<file path="src/rtl/axis_spi_master_pkg.sv">
// Shared SPI master definitions: default widths and the shift-engine FSM states.
package axis_spi_master_pkg;

    localparam int unsigned DATA_WIDTH    = 8;
    localparam int unsigned DIVIDER_WIDTH = 32;

    typedef enum logic [1:0] {
        IDLE,
        LEAD,
        SHIFT,
        TRAIL
    } spi_master_state_e;

endpackage

</file>
<file path="src/rtl/spi_sclk_gen.sv">
// Half-period down-counter: emits a one-cycle tick every div_i cycles, restarted by load_i.
module spi_sclk_gen #(
    parameter int unsigned WIDTH = axis_spi_master_pkg::DIVIDER_WIDTH
) (
    input  logic             clk_i,
    input  logic             rst_i,
    input  logic             load_i,
    input  logic [WIDTH-1:0] div_i,
    output logic             tick_c
);

    logic [WIDTH-1:0] cnt_q;

    // Counts div_i-1 down to 0; div_i is never 0, so no wrap inside a half-period.
    always_ff @(posedge clk_i) begin
        if (rst_i) begin
            cnt_q <= '0;
        end else if (load_i || tick_c) begin
            cnt_q <= div_i - WIDTH'(1);
        end else begin
            cnt_q <= cnt_q - WIDTH'(1);
        end
    end

    assign tick_c = (cnt_q == '0);

endmodule

</file>
<file path="src/rtl/axis_spi_master.sv">
// SPI master shift engine: one MSB-first word per CS frame between AXI-Stream and the SPI pins.
module axis_spi_master #(
    parameter int unsigned DATA_WIDTH    = axis_spi_master_pkg::DATA_WIDTH,
    parameter int unsigned DIVIDER_WIDTH = axis_spi_master_pkg::DIVIDER_WIDTH
) (
    input  logic                     clk_i,
    input  logic                     rst_i,
    input  logic [DIVIDER_WIDTH-1:0] clk_divider_i,
    input  logic                     cpol_i,
    input  logic                     cpha_i,
    input  logic [DATA_WIDTH-1:0]    s_axis_tdata,
    input  logic                     s_axis_tvalid,
    output logic                     s_axis_tready,
    output logic [DATA_WIDTH-1:0]    m_axis_tdata,
    output logic                     m_axis_tvalid,
    input  logic                     m_axis_tready,
    output logic                     spi_sclk_o,
    output logic                     spi_cs_n_o,
    output logic                     spi_mosi_o,
    input  logic                     spi_miso_i,
    output logic                     busy_o
);

    import axis_spi_master_pkg::*;

    localparam int unsigned EDGE_W = $clog2(2 * DATA_WIDTH);
    localparam logic [EDGE_W-1:0] LAST_EDGE = EDGE_W'(2 * DATA_WIDTH - 1);

    spi_master_state_e        state_q, state_next_c;
    logic [DIVIDER_WIDTH-1:0] div_q, div_eff_c, div_sel_c;
    logic                     cpol_q, cpha_q, done_q;
    logic [EDGE_W-1:0]        edge_q;
    logic [DATA_WIDTH-2:0]    tx_q;
    logic [DATA_WIDTH-1:0]    rx_q;
    logic                     accept_c, load_c, tick_c;
    logic                     edge_c, sample_c, shift_c, trail_end_c;

    assign s_axis_tready = (state_q == IDLE) & ~m_axis_tvalid & ~rst_i;
    assign accept_c      = s_axis_tvalid & s_axis_tready;
    assign div_eff_c     = (clk_divider_i == '0) ? DIVIDER_WIDTH'(1) : clk_divider_i;
    assign div_sel_c     = (state_q == IDLE) ? div_eff_c : div_q;
    assign load_c        = (state_q == IDLE) | (state_next_c != state_q);

    spi_sclk_gen #(
        .WIDTH (DIVIDER_WIDTH)
    ) u_sclk_gen (
        .clk_i  (clk_i),
        .rst_i  (rst_i),
        .load_i (load_c),
        .div_i  (div_sel_c),
        .tick_c (tick_c)
    );

    always_ff @(posedge clk_i) begin
        if (rst_i) state_q <= IDLE;
        else       state_q <= state_next_c;
    end

    always_comb begin
        state_next_c = state_q;
        unique case (state_q)
            IDLE:    if (accept_c) state_next_c = LEAD;
            LEAD:    if (tick_c) state_next_c = SHIFT;
            SHIFT:   if (tick_c && (edge_q == LAST_EDGE)) state_next_c = TRAIL;
            TRAIL:   if (done_q) state_next_c = IDLE;
            default: state_next_c = IDLE;
        endcase
    end

    // Even edge count is the leading SCLK edge; CPHA picks which edge samples and which shifts.
    always_comb begin
        edge_c      = 1'b0;
        sample_c    = 1'b0;
        shift_c     = 1'b0;
        trail_end_c = (state_q == TRAIL) && tick_c && !done_q;
        if ((state_q == SHIFT) && tick_c) begin
            edge_c = 1'b1;
            if (cpha_q) begin
                sample_c = edge_q[0];
                shift_c  = !edge_q[0] && (edge_q != '0);
            end else begin
                sample_c = !edge_q[0];
                shift_c  = edge_q[0] && (edge_q != LAST_EDGE);
            end
        end
    end

    always_ff @(posedge clk_i) begin
        if (rst_i) begin
            div_q         <= '0;
            cpol_q        <= 1'b0;
            cpha_q        <= 1'b0;
            done_q        <= 1'b0;
            edge_q        <= '0;
            tx_q          <= '0;
            rx_q          <= '0;
            m_axis_tdata  <= '0;
            m_axis_tvalid <= 1'b0;
            spi_sclk_o    <= 1'b0;
            spi_cs_n_o    <= 1'b1;
            spi_mosi_o    <= 1'b0;
            busy_o        <= 1'b0;
        end else begin
            if (state_q == IDLE) spi_sclk_o <= cpol_i;
            if (accept_c) begin
                tx_q       <= s_axis_tdata[DATA_WIDTH-2:0];
                spi_mosi_o <= s_axis_tdata[DATA_WIDTH-1];
                rx_q       <= '0;
                div_q      <= div_eff_c;
                cpol_q     <= cpol_i;
                cpha_q     <= cpha_i;
                edge_q     <= '0;
                spi_cs_n_o <= 1'b0;
                busy_o     <= 1'b1;
            end
            if (edge_c) begin
                spi_sclk_o <= edge_q[0] ? cpol_q : ~cpol_q;
                edge_q     <= edge_q + EDGE_W'(1);
            end
            if (sample_c) rx_q <= {rx_q[DATA_WIDTH-2:0], spi_miso_i};
            if (shift_c) begin
                spi_mosi_o <= tx_q[DATA_WIDTH-2];
                tx_q       <= {tx_q[DATA_WIDTH-3:0], 1'b0};
            end
            if (trail_end_c) begin
                m_axis_tdata <= rx_q;
                done_q       <= 1'b1;
                busy_o       <= 1'b0;
            end
            // The RX slot is always empty when a frame completes, so these never collide.
            if (done_q) begin
                done_q        <= 1'b0;
                m_axis_tvalid <= 1'b1;
                spi_cs_n_o    <= 1'b1;
            end else if (m_axis_tvalid && m_axis_tready) begin
                m_axis_tvalid <= 1'b0;
            end
        end
    end

endmodule

</file>
<file path="config.mk">
export PLATFORM = sky130hd
export DESIGN_NAME = axis_spi_master
export DESIGN_NICKNAME = d
export VERILOG_FILES = /design/src/rtl/axis_spi_master_pkg.sv /design/src/rtl/spi_sclk_gen.sv /design/src/rtl/axis_spi_master.sv
export SDC_FILE = /design/constraint.sdc
export NUM_CORES = 1
export LEC_CHECK = 0
export ABC_AREA = 1
export CORE_ASPECT_RATIO = 1.2
export CORE_MARGIN = 1.5
export CORE_UTILIZATION = 40
export CTS_CLUSTER_DIAMETER = 100
export DETAILED_ROUTE_END_ITERATION = 16
export GPL_TIMING_DRIVEN = 0
export PLACE_DENSITY_LB_ADDON = 0.3
export REMOVE_ABC_BUFFERS = 1
export SYNTH_ARGS = -nofsm -noshare
export SYNTH_HDL_FRONTEND = slang
export SYNTH_SLANG_ARGS = --single-unit
</file>
<file path="constraint.sdc">
create_clock -name clk_i -period 4.1 [get_ports clk_i]
set_input_delay 0.615 -clock clk_i [delete_from_list [all_inputs] [get_ports clk_i]]
set_output_delay 0.615 -clock clk_i [all_outputs]
set_load 0.005 [all_outputs]
</file>
==> flow_summary.yaml, run 1 <==
setup_path:
  crit_start: "state_q[1]$_SDFF_PP0_"
  rr_endpoint: "rx_q[1]$_SDFFE_PP0P_"
  r2r_cells: 9
  crit_path_end_kind: "output pin"
  worstPathRequired_ns: 3.48
  endpoint: "s_axis_tready"
  crit_arrival_ns: 2.86
  cp_max_fo: 28
  start_kind: "flip-flop"
  r2r_setup_slack_ns: 0.66
  r2r-start: "state_q[1]$_SDFF_PP0_"
  criticalPathCategory: "flip-flop to output pin"
synth:
  synth_edf_count: 0
  yosysMostFrequentCell: "nand2_1"
  synthAdderAreaFrac_pct: 0.676
  synth_compound_area_share_pct: 15.6
  muxShareOfSynthArea_pct: 0
  synth_seq_cells: 101
  synth_top_area_share_pct: 36.4
  synth_top_family_by_area: "simple AND/OR/NAND/NOR gates"
  synth.largest_area_cell: "dfxtp_1"
  async_reset_ff_share_pct: 0
  synth_flop_cell: "dfxtp_1"
  synth_area_leaders: "dfxtp_1 36%, nand2_1 15%, inv_1 7.8%"
  synth_area_per_cell_sq_um: 6.40
  synth_cells: 867
  yosys.area_share.xor_xnor_pct: 0.474
  synth_common_cells: "225 x nand2_1, 115 x inv_1, 112 x nor2_1"
  yosysWarnings: 0
  netlist_area_sq_mm: 0.00555
  yosysSeqAreaShare_pct: 36.4
  synthSimpleGateAreaFrac_pct: 35.8
  synth.distinct_cells: 37
route:
  drc: 0
  dr.pass1.iters: 4
  vias: 5344
  first_iter_violations: 297
  vias_per_cell: 4.96
  avgRoutedWirePerCell_um: 12.6
  wirelength_um: 13600
  ant_nets: 0
sta:
  finalCritPeriodShare_pct: 84.7
  relSlewSlack_pct: 30.9
  maxSlewViolCount: 0
  whs_ns: 0.464
  tightest_slew_ns: 1.03
  skew_ns: 0.0123
  setup_slack_ns: 0.628
  min_period_ns: 3.47
  hold_viol: 0
  rsz0062_at_grt: "no"
  fmax_mhz: 288
  setup_viol: 0
final_layout:
  nets: 955
  diodes: 0
  area_delta_synth_final_pct: 17.5
  n_fill_cell: 1409
  final_area_sq_mm: 0.00652
  drive_gt1_share_pct: 6.15
  fin_cells: 1078
cts:
  clkLatencyLatePin_ns: 0.36
  cts_max_level: 3
  cts_tree: "yes"
  cts_root_buffer: "clkbuf_16"
  clk_pin_slew_worst_paths_ns: 0.07
  cts_buffer_depth: 2
  numCtsBuffers: 9
  cts_sinks: 101
  postCtsSetupRepairBufs: 0
power_and_ir_drop:
  ir_drop_uv: 255
  leakagePower_nw: 2.88
  power_density_mw_per_mm2: 367
  power.share.sequential_pct: 45.0
  power_switching_share_pct: 30.2
  pwr-share-clk_pct: 35.8
  internal-power_mw: 1.67
  combPwrFrac_pct: 19.2
  total_power_mw: 2.39
  power_switching_mw: 0.722
placement:
  dp_hpwl_um: 9470
  dpl.cell_count: 1061
  routabilityCongestion: 0.872
  place_ws_ns: -0.149
  io_buffers: 60
  placed_cell_area_sq_mm: 0.00621
global_route:
  grt_pass1_vias: 5062
  grt_pass1_wl_um: 23000
  antenna_found_initial: 0
  grt_max_degree: 74
  overflow: 0
  track_usage_pct: 19.1
floorplanning:
  die_x_um: 111
  die_h_um: 132
  core_sq_mm: 0.0134
  dieArea_sq_mm: 0.0146
  ioPinCount: 61
  num_rows: 46
  initial_core_util_pct: 41.4
min_path:
  hold_path_class: "flip-flop to flip-flop"
status:
  status: "finished clean"
run:
  max-cap-violations: 0
==> cell usage in the layout (no fill, tap or decap), types with 6 or more instances in the layout <==
cell,count
dfxtp_1,101
o21ai_0,82
nand2_1,225
nor3_1,9
nand2_2,12
a21oi_1,66
nand3_1,24
nor2_1,111
clkdlybuf4s50_1,59
a31oi_1,7
nand4_1,9
nand3b_1,30
clkbuf_16,9
nor2_2,6
inv_1,113
nor2_4,7
==> metal layers <==
metal / global-route usage (%) / vias up / routed length [um]
met3: 4.14 / 29 / 496
met2: 33.9 / 90 / 6700
met5: 0 / - / 0
met4: 8.33 / 0 / 416
met1: 22.1 / 2406 / 5980
li1: - / 2819 / -
==> power groups by stage <==
stage / clock network [mW] / logic [mW] / registers, mW
2_1_floorplan: 0 / 0.316 / 1.09
3_3_place_gp: 0 / 0.453 / 1.10
3_5_place_dp: 0 / 0.456 / 1.10
4_1_cts: 0.872 / 0.461 / 1.08
5_1_grt: 0.915 / 0.528 / 1.09
6_report: 0.857 / 0.459 / 1.08
==> worst min-delay path by stage <==
stage / to / start / slack (ns) / cells past startpoint
finish: edge_q[3]$_SDFFE_PP0P_ / edge_q[3]$_SDFFE_PP0P_ / 0.46 / 2
global route: rx_q[7]$_SDFFE_PP0P_ / rx_q[7]$_SDFFE_PP0P_ / 0.48 / 2
CTS: rx_q[7]$_SDFFE_PP0P_ / rx_q[7]$_SDFFE_PP0P_ / 0.46 / 2
detailed placement: spi_cs_n_o$_SDFFE_PP1P_ / spi_cs_n_o$_SDFFE_PP1P_ / 0.45 / 2
global placement: rx_q[7]$_SDFFE_PP0P_ / rx_q[7]$_SDFFE_PP0P_ / 0.45 / 2
floorplan: rx_q[7]$_SDFFE_PP0P_ / rx_q[7]$_SDFFE_PP0P_ / 0.43 / 2
==> flip-flops by register name, summed over array words and instances, names as in the netlist, 2 cells and up <==
name	count
div_q	32
edge_q	4
rx_q	8
state_q	2
u_sclk_gen.cnt_q	32
m_axis_tdata	8
tx_q	7
==> repair_timing <==
action                     CTS  global route
pin swaps                    0             0
resized for setup            2             1
hold endpoints to repair     0             0
cloned                       1             0
setup endpoints to repair   12            66
hold buffers                 0             0
==> cells by family (layout without fill, tap and decap cells) <==
family | count (synthesis) | count (layout)
buf+inv | 153 | 196
fa+ha+maj | 3 | 3
compound gates | 165 | 165
simple gates | 442 | 442
flops | 101 | 101
xor+xnor | 3 | 3
==> area by class of cell <==
cell class | instances | area (sq um) | area share [%]
multi-input cells | 613 | 2930 | 44.9
flip-flops and latches | 101 | 2020 | 31.0
repair buffers | 61 | 616 | 9.44
inverters | 118 | 449 | 6.89
clock buffers | 11 | 253 | 3.88
well taps | 168 | 210 | 3.22
clock inverters | 5 | 41.3 | 0.633
repair inverters | 1 | 5.00 | 0.0767
==> through the flow <==
stage / utilization [%] / setup TNS [ns]
floorplan: - / 0
global placement: 46.2 / -7.57
detailed placement: 46.3 / -1.42
CTS: 48.6 / 0
global route: 48.6 / 0
finish: 48.6 / 0
==> worst max-delay path: stages, from the launching register on <==
cell and delay [ns]:
dfxtp_1 0.38, nor2_2 0.57, clkinvlp_4 0.64, nor3_1 0.35, clkdlybuf4s50_1 0.56
Note: power is estimated with default switching activity, not from simulation.
==> inputs of run 2 (changes only) <==
==> constraint.sdc (replaced) <==
create_clock -name clk_i -period 3.26 [get_ports clk_i]
set_input_delay 0.489 -clock clk_i [delete_from_list [all_inputs] [get_ports clk_i]]
set_output_delay 0.489 -clock clk_i [all_outputs]
set_load 0.005 [all_outputs]
==> flow_summary.yaml, run 2 (synthesized netlist as in run 1, its figures left out) <==
status:
  status: "finished clean"
sta:
  tightest_slew_ns: 1.02
  rsz0062_at_grt: "no"
  skew_ns: 0.0123
  min_period_ns: 3.06
  finalCritPeriodShare_pct: 93.7
  relSlewSlack_pct: 31.5
  maxSlewViolCount: 0
  setup_slack_ns: 0.204
  whs_ns: 0.464
  hold_viol: 0
  setup_viol: 0
  fmax_mhz: 327
setup_path:
  cp_max_fo: 32
  start_kind: "flip-flop"
  r2r_setup_slack_ns: 0.20
  criticalPathCategory: "flip-flop to flip-flop"
  worstPathRequired_ns: 3.51
  rr_endpoint: "u_sclk_gen.cnt_q[22]$_SDFF_PP0_"
  crit_path_end_kind: "flip-flop"
  slowest_stage: "dfxtp_1"
  max_stage_delay_ns: 0.31
  crit_chain: "nor2_1, nand2_1, nor2_1, nand2_1, nor2_4, nand3_2, nand2_2, nand2_8, nand2_8, nand2_1, nand2_1, ha_1, nand2_2, nor2_4, nand2_1, nor2_2, nand3_1, nand2_1, nor2_1"
  path_common_cell: "nand2_1"
  crit_arrival_ns: 3.31
  r2r_cells: 19
  r2r-start: "u_sclk_gen.cnt_q[23]$_SDFF_PP0_"
floorplanning:
  die_x_um: 111
  initial_core_util_pct: 41.4
  dieArea_sq_mm: 0.0146
  ioPinCount: 61
  core_sq_mm: 0.0134
  die_h_um: 132
  num_rows: 46
global_route:
  grt_pass1_vias: 5117
  grt_max_degree: 74
  track_usage_pct: 19.3
  grt_pass1_wl_um: 23200
  overflow: 0
  antenna_found_initial: 0
final_layout:
  fin_cells: 1081
  nets: 958
  diodes: 0
  drive_gt1_share_pct: 6.46
  final_cell_mix: "225 x nand2_1, 113 x inv_1, 111 x nor2_1"
  area_delta_synth_final_pct: 18.7
  final_common_cell: "nand2_1"
  top_regs: "div_q x32, u_sclk_gen.cnt_q x32"
placement:
  io_buffers: 60
  dpl.cell_count: 1061
  place_ws_ns: -0.989
  dp_hpwl_um: 9470
  routabilityCongestion: 0.872
cts:
  cts_buffer_depth: 2
  clk_pin_slew_worst_paths_ns: 0.07
  clkLatencyLatePin_ns: 0.36
  cts_root_buffer: "clkbuf_16"
  numCtsBuffers: 9
  cts_max_level: 3
  postCtsSetupRepairBufs: 0
  cts_sinks: 101
  cts_tree: "yes"
route:
  wirelength_um: 14200
  drc: 0
  dr.pass1.iters: 5
  avgRoutedWirePerCell_um: 13.1
  vias_per_cell: 5.00
  vias: 5402
  first_iter_violations: 277
  ant_nets: 0
power_and_ir_drop:
  ir_drop_uv: 323
  power_density_mw_per_mm2: 459
  leakagePower_nw: 2.90
min_path:
  min_to: "edge_q[3]$_SDFFE_PP0P_"
  hold_path_class: "flip-flop to flip-flop"
  hold_depth: 2
  min_from: "edge_q[3]$_SDFFE_PP0P_"
run:
  max-cap-violations: 0
[run 2: changes by cell type in the layout (fill, tap and decap cells not counted), sizes merged]
| cell | change |
|---|---|
| a31oi | +1 |
| bufinv | +1 |
| clkinvlp | +1 |
| inv | -1 |
| nand2 | +1 |
[run 2: metrics by stage]
stage | total power, mW | setup TNS [ns] | utilization (%) | area (sq um)
finish | 3.03 | 0 | 49.1 | 6590
global route | 3.19 | 0 | 49.1 | 6590
CTS | 3.04 | 0 | 48.7 | 6530
detailed placement | 1.96 | -46.94 | 46.3 | 6210
global placement | 1.95 | -72.01 | 46.2 | 6190
floorplan | 1.77 | 0 | - | 5380
[run 2: metal layers]
layer / vias up / share of wire, % / GRT usage [%]
met5: - / 0 / 0
met2: 119 / 49 / 34.2
met3: 28 / 5.0 / 4.41
met1: 2416 / 43 / 22.1
met4: 0 / 2.9 / 8.55
li1: 2839 / - / -
[run 2: worst max-delay path, delay by kind of cell (launching register included)]
| kind | cells | cell delay (ns) |
|---|---|---|
| fa+ha+maj | 1 | 0.19 |
| simple gates | 18 | 2.47 |
| flops | 1 | 0.31 |
[run 2: how the worst max path moves through the flow]
stage                                     from                               to  slack [ns]  cells past startpoint
6_report       u_sclk_gen.cnt_q[23]$_SDFF_PP0_  u_sclk_gen.cnt_q[22]$_SDFF_PP0_        0.20                     19
5_1_grt                  state_q[1]$_SDFF_PP0_             rx_q[2]$_SDFFE_PP0P_       0.005                      9
4_1_cts        u_sclk_gen.cnt_q[23]$_SDFF_PP0_  u_sclk_gen.cnt_q[22]$_SDFF_PP0_        0.06                     19
3_5_place_dp             state_q[1]$_SDFF_PP0_             rx_q[4]$_SDFFE_PP0P_       -0.99                      9
3_3_place_gp             state_q[1]$_SDFF_PP0_             rx_q[6]$_SDFFE_PP0P_       -1.04                      9
2_1_floorplan            state_q[1]$_SDFF_PP0_             rx_q[0]$_SDFFE_PP0P_        0.21                      9
[run 2: area by class of cell]
cell class	count	area (sq um)
Fill cell	1399	6820
Sequential cell	101	2020
Clock inverter	5	41.3
Tap cell	168	210
Clock buffer	11	253
Timing Repair Buffer	61	616
Timing Repair inverter	2	12.5
Inverter	118	460
Multi-Input combinational cell	615	2970
[run 2: where the power goes]
part / leakage [nW] / switching [mW] / total (mW) / internal [mW]
combinational: 1.92 / 0.368 / 0.590 / 0.222
sequential: 0.830 / 0.0396 / 1.36 / 1.32
clock: 0.144 / 0.508 / 1.08 / 0.570
[run 2: timing repair]
action / in CTS / in global routing
resized for setup: 5 / 4
cloned: 2 / 2
endpoints found under the setup margin: 81 / 27
hold buffers: 0 / 0
pin swaps: 0 / 1
==> inputs of run 3 (changes only) <==
--- a/config.mk
+++ b/config.mk
@@ -14,6 +14,7 @@
 export GPL_TIMING_DRIVEN = 0
 export PLACE_DENSITY_LB_ADDON = 0.3
 export REMOVE_ABC_BUFFERS = 1
+export SKIP_LAST_GASP = 1
 export SYNTH_ARGS = -nofsm -noshare
 export SYNTH_HDL_FRONTEND = slang
 export SYNTH_SLANG_ARGS = --single-unit
==> results of run 3 <==
Same layout as run 2: the final DEF is identical, and so are final timing and power.
